--- src/rtl/resp_misr_capture_pkg.sv ---
// Shared definitions for the response MISR capture block.
// Holds the capture FSM state type, the default MISR polynomial and seed,
// and the single-step MISR update used by the signature register.
// No ports (package).
package resp_misr_pkg;

  typedef enum logic [1:0] {
    IDLE    = 2'd0,
    CAPTURE = 2'd1,
    DONE    = 2'd2
  } state_t;

  localparam logic [31:0] DEFAULT_POLY = 32'h04C11DB7;
  localparam logic [31:0] DEFAULT_SEED = 32'hFFFFFFFF;

  // One MISR step: shift left, fold the polynomial in when the MSB falls
  // off, then XOR the (already zero-extended) response word in.
  function automatic logic [31:0] misr_step(input logic [31:0] sig,
                                            input logic [31:0] din,
                                            input logic [31:0] poly = DEFAULT_POLY);
    return {sig[30:0], 1'b0} ^ (sig[31] ? poly : 32'h0) ^ din;
  endfunction

endpackage

--- src/rtl/resp_misr_capture_if.sv ---
// Bus interface between the harness and resp_misr_capture.
// master: drives start, clear, len, resp_in, resp_valid, exp_sig and
//         observes busy, done, sig_out, sig_valid, match, zero_cnt.
// slave:  the capture block itself (opposite directions).
interface resp_misr_capture_if
  import resp_misr_pkg::*;
#(
  parameter int WIDTH = 23,
  parameter int SIG_W = 32,
  parameter int CNT_W = 16
);

  logic             start;
  logic             clear;
  logic [CNT_W-1:0] len;
  logic [WIDTH-1:0] resp_in;
  logic             resp_valid;
  logic [SIG_W-1:0] exp_sig;
  logic             busy;
  logic             done;
  logic [SIG_W-1:0] sig_out;
  logic             sig_valid;
  logic             match;
  logic [CNT_W-1:0] zero_cnt;

  modport master (
    output start, clear, len, resp_in, resp_valid, exp_sig,
    input  busy, done, sig_out, sig_valid, match, zero_cnt
  );

  modport slave (
    input  start, clear, len, resp_in, resp_valid, exp_sig,
    output busy, done, sig_out, sig_valid, match, zero_cnt
  );

endinterface

--- src/rtl/resp_misr_capture_misr_reg.sv ---
// misr_reg: SIG_W-bit signature register.
// Ports: clk, rst (async active-low), load (reload SEED), step (apply one
// MISR update with din), din (zero-extended response), sig (current value).
// load has priority over step.
module misr_reg
  import resp_misr_pkg::*;
#(
  parameter int               SIG_W = 32,
  parameter logic [SIG_W-1:0] POLY  = SIG_W'(DEFAULT_POLY),
  parameter logic [SIG_W-1:0] SEED  = SIG_W'(DEFAULT_SEED)
) (
  input  logic             clk,
  input  logic             rst,
  input  logic             load,
  input  logic             step,
  input  logic [SIG_W-1:0] din,
  output logic [SIG_W-1:0] sig
);

  logic [SIG_W-1:0] sig_nx;

  // The shared package step is 32-bit; other widths use the same rule
  // written out generically.
  generate
    if (SIG_W == 32) begin : g_pkg_step
      assign sig_nx = misr_step(sig, din, POLY);
    end else begin : g_generic_step
      assign sig_nx = {sig[SIG_W-2:0], 1'b0} ^ (sig[SIG_W-1] ? POLY : '0) ^ din;
    end
  endgenerate

  always_ff @(posedge clk or negedge rst) begin
    if (!rst) begin
      sig <= SEED;
    end else if (load) begin
      sig <= SEED;
    end else if (step) begin
      sig <= sig_nx;
    end
  end

endmodule

--- src/rtl/resp_misr_capture.sv ---
// resp_misr_capture: compacts a programmed number of valid response
// samples into a MISR signature and compares it with an expected value.
// Ports: clk, rst (async active-low), bus (resp_misr_capture_if.slave):
//   start/len/exp_sig request a capture, resp_in/resp_valid feed samples,
//   clear aborts; busy/done/sig_out/sig_valid/match/zero_cnt report.
// Optional macro RESP_ZERO_CNT_EN: count compacted all-zero samples in
// zero_cnt (saturating); otherwise zero_cnt is tied to 0.
module resp_misr_capture
  import resp_misr_pkg::*;
#(
  parameter int               WIDTH = 23,
  parameter int               SIG_W = 32,
  parameter int               CNT_W = 16,
  parameter logic [SIG_W-1:0] POLY  = SIG_W'(DEFAULT_POLY),
  parameter logic [SIG_W-1:0] SEED  = SIG_W'(DEFAULT_SEED)
) (
  input logic               clk,
  input logic               rst,
  resp_misr_capture_if.slave bus
);

  generate
    if (WIDTH > SIG_W) begin : g_bad_width
      $error("resp_misr_capture: WIDTH must not exceed SIG_W");
    end
  endgenerate

  state_t           state, state_nx;
  logic             load, step;
  logic [CNT_W-1:0] remaining;
  logic             sig_valid_q, match_q;
  logic [SIG_W-1:0] sig;
  logic [SIG_W-1:0] din_ext;

  assign din_ext = SIG_W'(bus.resp_in);

  // Next state and the load/step strobes; clear overrides everything.
  always_comb begin
    state_nx = state;
    load     = 1'b0;
    step     = 1'b0;
    case (state)
      IDLE: begin
        if (bus.start) begin
          load     = 1'b1;
          state_nx = (bus.len != '0) ? CAPTURE : DONE;
        end
      end
      CAPTURE: begin
        if (bus.resp_valid) begin
          step = 1'b1;
          if (remaining == CNT_W'(1)) state_nx = DONE;
        end
      end
      DONE:    state_nx = IDLE;
      default: state_nx = IDLE;
    endcase
    if (bus.clear) begin
      state_nx = IDLE;
      load     = 1'b0;
      step     = 1'b0;
    end
  end

  always_ff @(posedge clk or negedge rst) begin
    if (!rst) state <= IDLE;
    else      state <= state_nx;
  end

  // remaining only decrements on a step, and steps only happen while it
  // is at least 1, so it cannot wrap.
  always_ff @(posedge clk or negedge rst) begin
    if (!rst) begin
      remaining <= '0;
    end else if (load) begin
      remaining <= bus.len;
    end else if (step) begin
      remaining <= remaining - CNT_W'(1);
    end
  end

  // Result flags: dropped on a new start, published in the DONE cycle.
  always_ff @(posedge clk or negedge rst) begin
    if (!rst) begin
      sig_valid_q <= 1'b0;
      match_q     <= 1'b0;
    end else if (bus.clear) begin
      sig_valid_q <= 1'b0;
    end else if (load) begin
      sig_valid_q <= 1'b0;
      match_q     <= 1'b0;
    end else if (state == DONE) begin
      sig_valid_q <= 1'b1;
      match_q     <= (sig == bus.exp_sig);
    end
  end

  misr_reg #(
    .SIG_W (SIG_W),
    .POLY  (POLY),
    .SEED  (SEED)
  ) u_misr (
    .clk  (clk),
    .rst  (rst),
    .load (load),
    .step (step),
    .din  (din_ext),
    .sig  (sig)
  );

`ifdef RESP_ZERO_CNT_EN
  logic [CNT_W-1:0] zero_cnt_q;

  // Saturating count of compacted samples that were all zero.
  always_ff @(posedge clk or negedge rst) begin
    if (!rst) begin
      zero_cnt_q <= '0;
    end else if (load) begin
      zero_cnt_q <= '0;
    end else if (step && (bus.resp_in == '0) && (zero_cnt_q != '1)) begin
      zero_cnt_q <= zero_cnt_q + CNT_W'(1);
    end
  end

  assign bus.zero_cnt = zero_cnt_q;
`else
  assign bus.zero_cnt = '0;
`endif

  assign bus.busy      = (state == CAPTURE);
  assign bus.done      = (state == DONE);
  assign bus.sig_out   = sig;
  assign bus.sig_valid = sig_valid_q;
  assign bus.match     = match_q;

endmodule

--- src/flat_wrapper.sv ---
// flat-port wrapper written by rule: the top's interface ports become plain ports
module resp_misr_capture_flat import resp_misr_pkg::*;
#(
  parameter int               WIDTH = 23,
  parameter int               SIG_W = 32,
  parameter int               CNT_W = 16,
  parameter logic [SIG_W-1:0] POLY  = SIG_W'(DEFAULT_POLY),
  parameter logic [SIG_W-1:0] SEED  = SIG_W'(DEFAULT_SEED)
)
  (clk, rst, bus_start, bus_clear, bus_len, bus_resp_in, bus_resp_valid, bus_exp_sig, bus_busy, bus_done, bus_sig_out, bus_sig_valid, bus_match, bus_zero_cnt);
  resp_misr_capture_if #(.WIDTH(WIDTH), .SIG_W(SIG_W), .CNT_W(CNT_W)) bus_i ();
  input logic clk;
  input logic rst;
  input wire logic [$bits(bus_i.start)-1:0] bus_start;
  input wire logic [$bits(bus_i.clear)-1:0] bus_clear;
  input wire logic [$bits(bus_i.len)-1:0] bus_len;
  input wire logic [$bits(bus_i.resp_in)-1:0] bus_resp_in;
  input wire logic [$bits(bus_i.resp_valid)-1:0] bus_resp_valid;
  input wire logic [$bits(bus_i.exp_sig)-1:0] bus_exp_sig;
  output wire logic [$bits(bus_i.busy)-1:0] bus_busy;
  output wire logic [$bits(bus_i.done)-1:0] bus_done;
  output wire logic [$bits(bus_i.sig_out)-1:0] bus_sig_out;
  output wire logic [$bits(bus_i.sig_valid)-1:0] bus_sig_valid;
  output wire logic [$bits(bus_i.match)-1:0] bus_match;
  output wire logic [$bits(bus_i.zero_cnt)-1:0] bus_zero_cnt;
  assign bus_i.start = bus_start;
  assign bus_i.clear = bus_clear;
  assign bus_i.len = bus_len;
  assign bus_i.resp_in = bus_resp_in;
  assign bus_i.resp_valid = bus_resp_valid;
  assign bus_i.exp_sig = bus_exp_sig;
  assign bus_busy = bus_i.busy;
  assign bus_done = bus_i.done;
  assign bus_sig_out = bus_i.sig_out;
  assign bus_sig_valid = bus_i.sig_valid;
  assign bus_match = bus_i.match;
  assign bus_zero_cnt = bus_i.zero_cnt;
  resp_misr_capture #(.WIDTH(WIDTH), .SIG_W(SIG_W), .CNT_W(CNT_W), .POLY(POLY), .SEED(SEED)) u_core (.clk(clk), .rst(rst), .bus(bus_i));
endmodule
--- config.mk ---
export PLATFORM = sky130hd
export DESIGN_NAME = resp_misr_capture_flat
export DESIGN_NICKNAME = d
export VERILOG_FILES = /design/src/rtl/resp_misr_capture_pkg.sv /design/src/rtl/resp_misr_capture_if.sv /design/src/rtl/resp_misr_capture_misr_reg.sv /design/src/rtl/resp_misr_capture.sv /design/src/flat_wrapper.sv
export SDC_FILE = /design/constraint.sdc
export NUM_CORES = 1
export LEC_CHECK = 0
export CORE_MARGIN = 8
export CORE_UTILIZATION = 25
export CTS_CLUSTER_SIZE = 25
export DETAILED_ROUTE_END_ITERATION = 10
export SLEW_MARGIN = 10
export SYNTH_ARGS = -nofsm -noshare
export SYNTH_HDL_FRONTEND = slang
export SYNTH_SLANG_ARGS = --single-unit
--- constraint.sdc ---
create_clock -name clk -period 1.74 [get_ports clk]
set_input_delay 0.261 -clock clk [delete_from_list [all_inputs] [get_ports clk]]
set_output_delay 0.261 -clock clk [all_outputs]
set_load 0.005 [all_outputs]
==> results.cfg <==
[setup_path]
cp-start-kind = flip-flop
cp.arrival_ns = 1.91
cp_max_fo = 4
critPathBufInv = 0
r2r_start = u_core.remaining[9]
required_ns = 1.93
end_kind = flip-flop
startpoint = u_core.remaining[9]
cpPeakStageDelay_ns = 0.43
path_cells = nor4_4 -> nand3b_4 -> or3_4 -> a2111oi_4
criticalPathCategory = flip-flop to flip-flop
cp_slowest_cell = dfrtp_1
cp_top_family = simple AND/OR/NAND/NOR gates

[global_route]
grt_usage = 0.1310
grt_pass1_wl_mm = 17.47
antenna_found_initial = 0
grt_max_degree = 36
gr-total-overflow = 0
grt_pass1_vias = 3307

[clocking]
clk_latency_ns = 0.30
htreeDepth = 2
cts_root_buf = clkbuf_16
clk_path_buf_depth = 2
clock-sinks = 52
cts_tree = yes
numCtsBuffers = 5
clk_pin_slew_worst_paths_ns = 0.07

[floorplanning]
rows = 42
start_util = 0.2522
ios = 128
die_h_um = 130.9
fp.dieW_um = 130.9
die_area_um2 = 17130
core_um2 = 13090

[synth]
netlist_area_um2 = 3299
ys_warn_count = 0
synth_edf_count = 0
synth_seq_area_share = 0.4065
netlist_instances = 342
synthFlopType = dfstp_2
ys_ff_latch = 52
syn_area_per_cell_um2 = 9.647
ys_async_sr_fraction = 1.000
ys_types = 50

[finish]
stdcell_count = 683
drive_gt1_frac = 0.2446
layout_commonest_cell = clkdlybuf4s50_1
area_growth_syn_to_layout_pct = 58.59
num_antenna_cells = 0
layout.nets = 584
multi_input_area_um2 = 1863
nFillCells = 1285
seq_area_um2 = 1341
layout_common_cells = 106 x clkdlybuf4s50_1, 59 x buf_4, 45 x xor2_1

[placement]
portBuffers = 111
preCtsSetupSlack_ns = -0.2971
gp_congestion = 0.8273
dp_hpwl_mm = 8.870
place.detailed.instances = 665

[detailed_routing]
drc = 0
vias = 3113
wl_per_cell_um = 16.72
routed_wl_mm = 11.42
ant_nets = 0
initialDrtViolationCount = 170
first_pass_iters = 4
viasPerCell = 4.558

[outcome]
status = finished, final reports clean

[power]
swShare = 0.3497
p_switching_uw = 1915
ir_drop_v = 0.0004659
finalPower_uw = 5476
p_leak_uw = 0.002092
p_comb_frac = 0.423
clock_power_share = 0.190
power_density_nw_per_um2 = 1046
seq_power_share = 0.387
internal_power_uw = 3561

[timing]
final.setup.tns_ns = 0
hold_viol = 0
rsz0062_at_grt = yes
layout_min_cycle_time_ns = 1.719
worst_clock_skew_ns = 0.01078
max_freq_ghz = 0.5818
setup_viol = 0
fin_ws_ns = 0.02128
slew_viol_final = 0
fin_crit_sh = 0.9878

[flow_run]
maxCapViolCount = 0

[min_path]
worstHoldPathType = primary input to async pin
==> through the flow <==
stage | cell area, um^2 | util | hold WS, ns
final | 5233 | 0.3999 | 0.4211
after global routing | 5233 | 0.3999 | 0.4589
after CTS | 5166 | 0.3948 | 0.4404
after detailed placement | 4933 | 0.3770 | 0.1978
after global placement | 4933 | 0.3770 | 0.2041
after floorplan | 3356 | - | -0.03459
==> flip-flops by register name, summed over array words and instances, names as in the netlist <==
| signal | count |
|---|---|
| u_core.bus.match | 1 |
| u_core.bus.sig_valid | 1 |
| u_core.remaining | 16 |
| u_core.state | 2 |
| u_core.u_misr.sig | 32 |
==> cell usage after synthesis, drive strengths merged (2+ instances only) <==
cell,number,area share
xor2,45,0.12
nand2,40,0.046
dfstp,32,0.25
xnor2,29,0.077
buf,24,0.049
dfrtp,20,0.15
a21oi,16,0.024
nor3,16,0.024
o211ai,14,0.032
o21ai,14,0.021
nor4,13,0.034
nor2,12,0.014
clkbuf,11,0.013
o31ai,5,0.011
nand3,4,0.0061
nand4,4,0.0076
or3,4,0.011
or4,4,0.0091
a31oi,3,0.0057
inv,3,0.0034
nand3b,3,0.011
ha,2,0.0076
nand4b,2,0.0053
nor2b,2,0.0038
nor4b,2,0.0072
o311ai,2,0.0053
==> logic make-up after synthesis <==
kind of cell,Yosys count,share of synthesized area
adders and majority gates,2,0.007583
DFF,52,0.4065
AOI/OAI and AO/OA,61,0.1244
buffers and inverters,38,0.06484
muxes,1,0.003034
xor gates and xnor gates,74,0.1964
and+or+nand+nor,113,0.1961
other,1,0.001137
==> power groups by stage <==
stage	combinational [uW]	sequential [uW]	clock, uW
floorplan	1080	2060	0
detailed placement	2200	2160	0
CTS	2280	2120	1060
global route	2540	2160	1130
global placement	2160	2150	0
finish	2320	2120	1040
==> routing by layer <==
layer,up-vias,global-route usage,part of all wire
met5,-,0,0
met4,0,0.03444,0.020
met3,13,0.04464,0.077
met2,95,0.2222,0.48
met1,1514,0.1547,0.42
li1,1491,-,-
==> worst paths after layout <==
| check | cells after the start | slack (ns) | to |
|---|---|---|---|
| setup / recovery | 4 | 0.02 | u_core.state[1] |
| setup reg to reg | 4 | 0.02 | u_core.state[1] |
| hold / removal | 2 | 0.42 | u_core.remaining[6] |
| hold reg to reg | 2 | 0.48 | u_core.u_misr.sig[30] |
| min in group clk | 2 | 0.48 | u_core.u_misr.sig[30] |
| max in group asynchronous | 3 | 0.75 | u_core.u_misr.sig[12] |
==> repair_timing <==
item                       in CTS  in global routing
gates cloned                    0                  1
resized for setup               9                  9
setup buffers                   4                  4
hold endpoints to repair       12                  0
hold buffers                    1                  0
setup endpoints to repair       5                 22
pin swaps                       0                  5
==> cell type report <==
class | instances | area share
clock buffers | 5 | 0.02391
clock inverters | 3 | 0.005261
inverters | 3 | 0.002152
multi-input cells | 267 | 0.3561
flip-flops and latches | 52 | 0.2563
well taps | 176 | 0.04209
repair buffers | 177 | 0.3142
No activity file was read; power rests on OpenSTA's default activity.
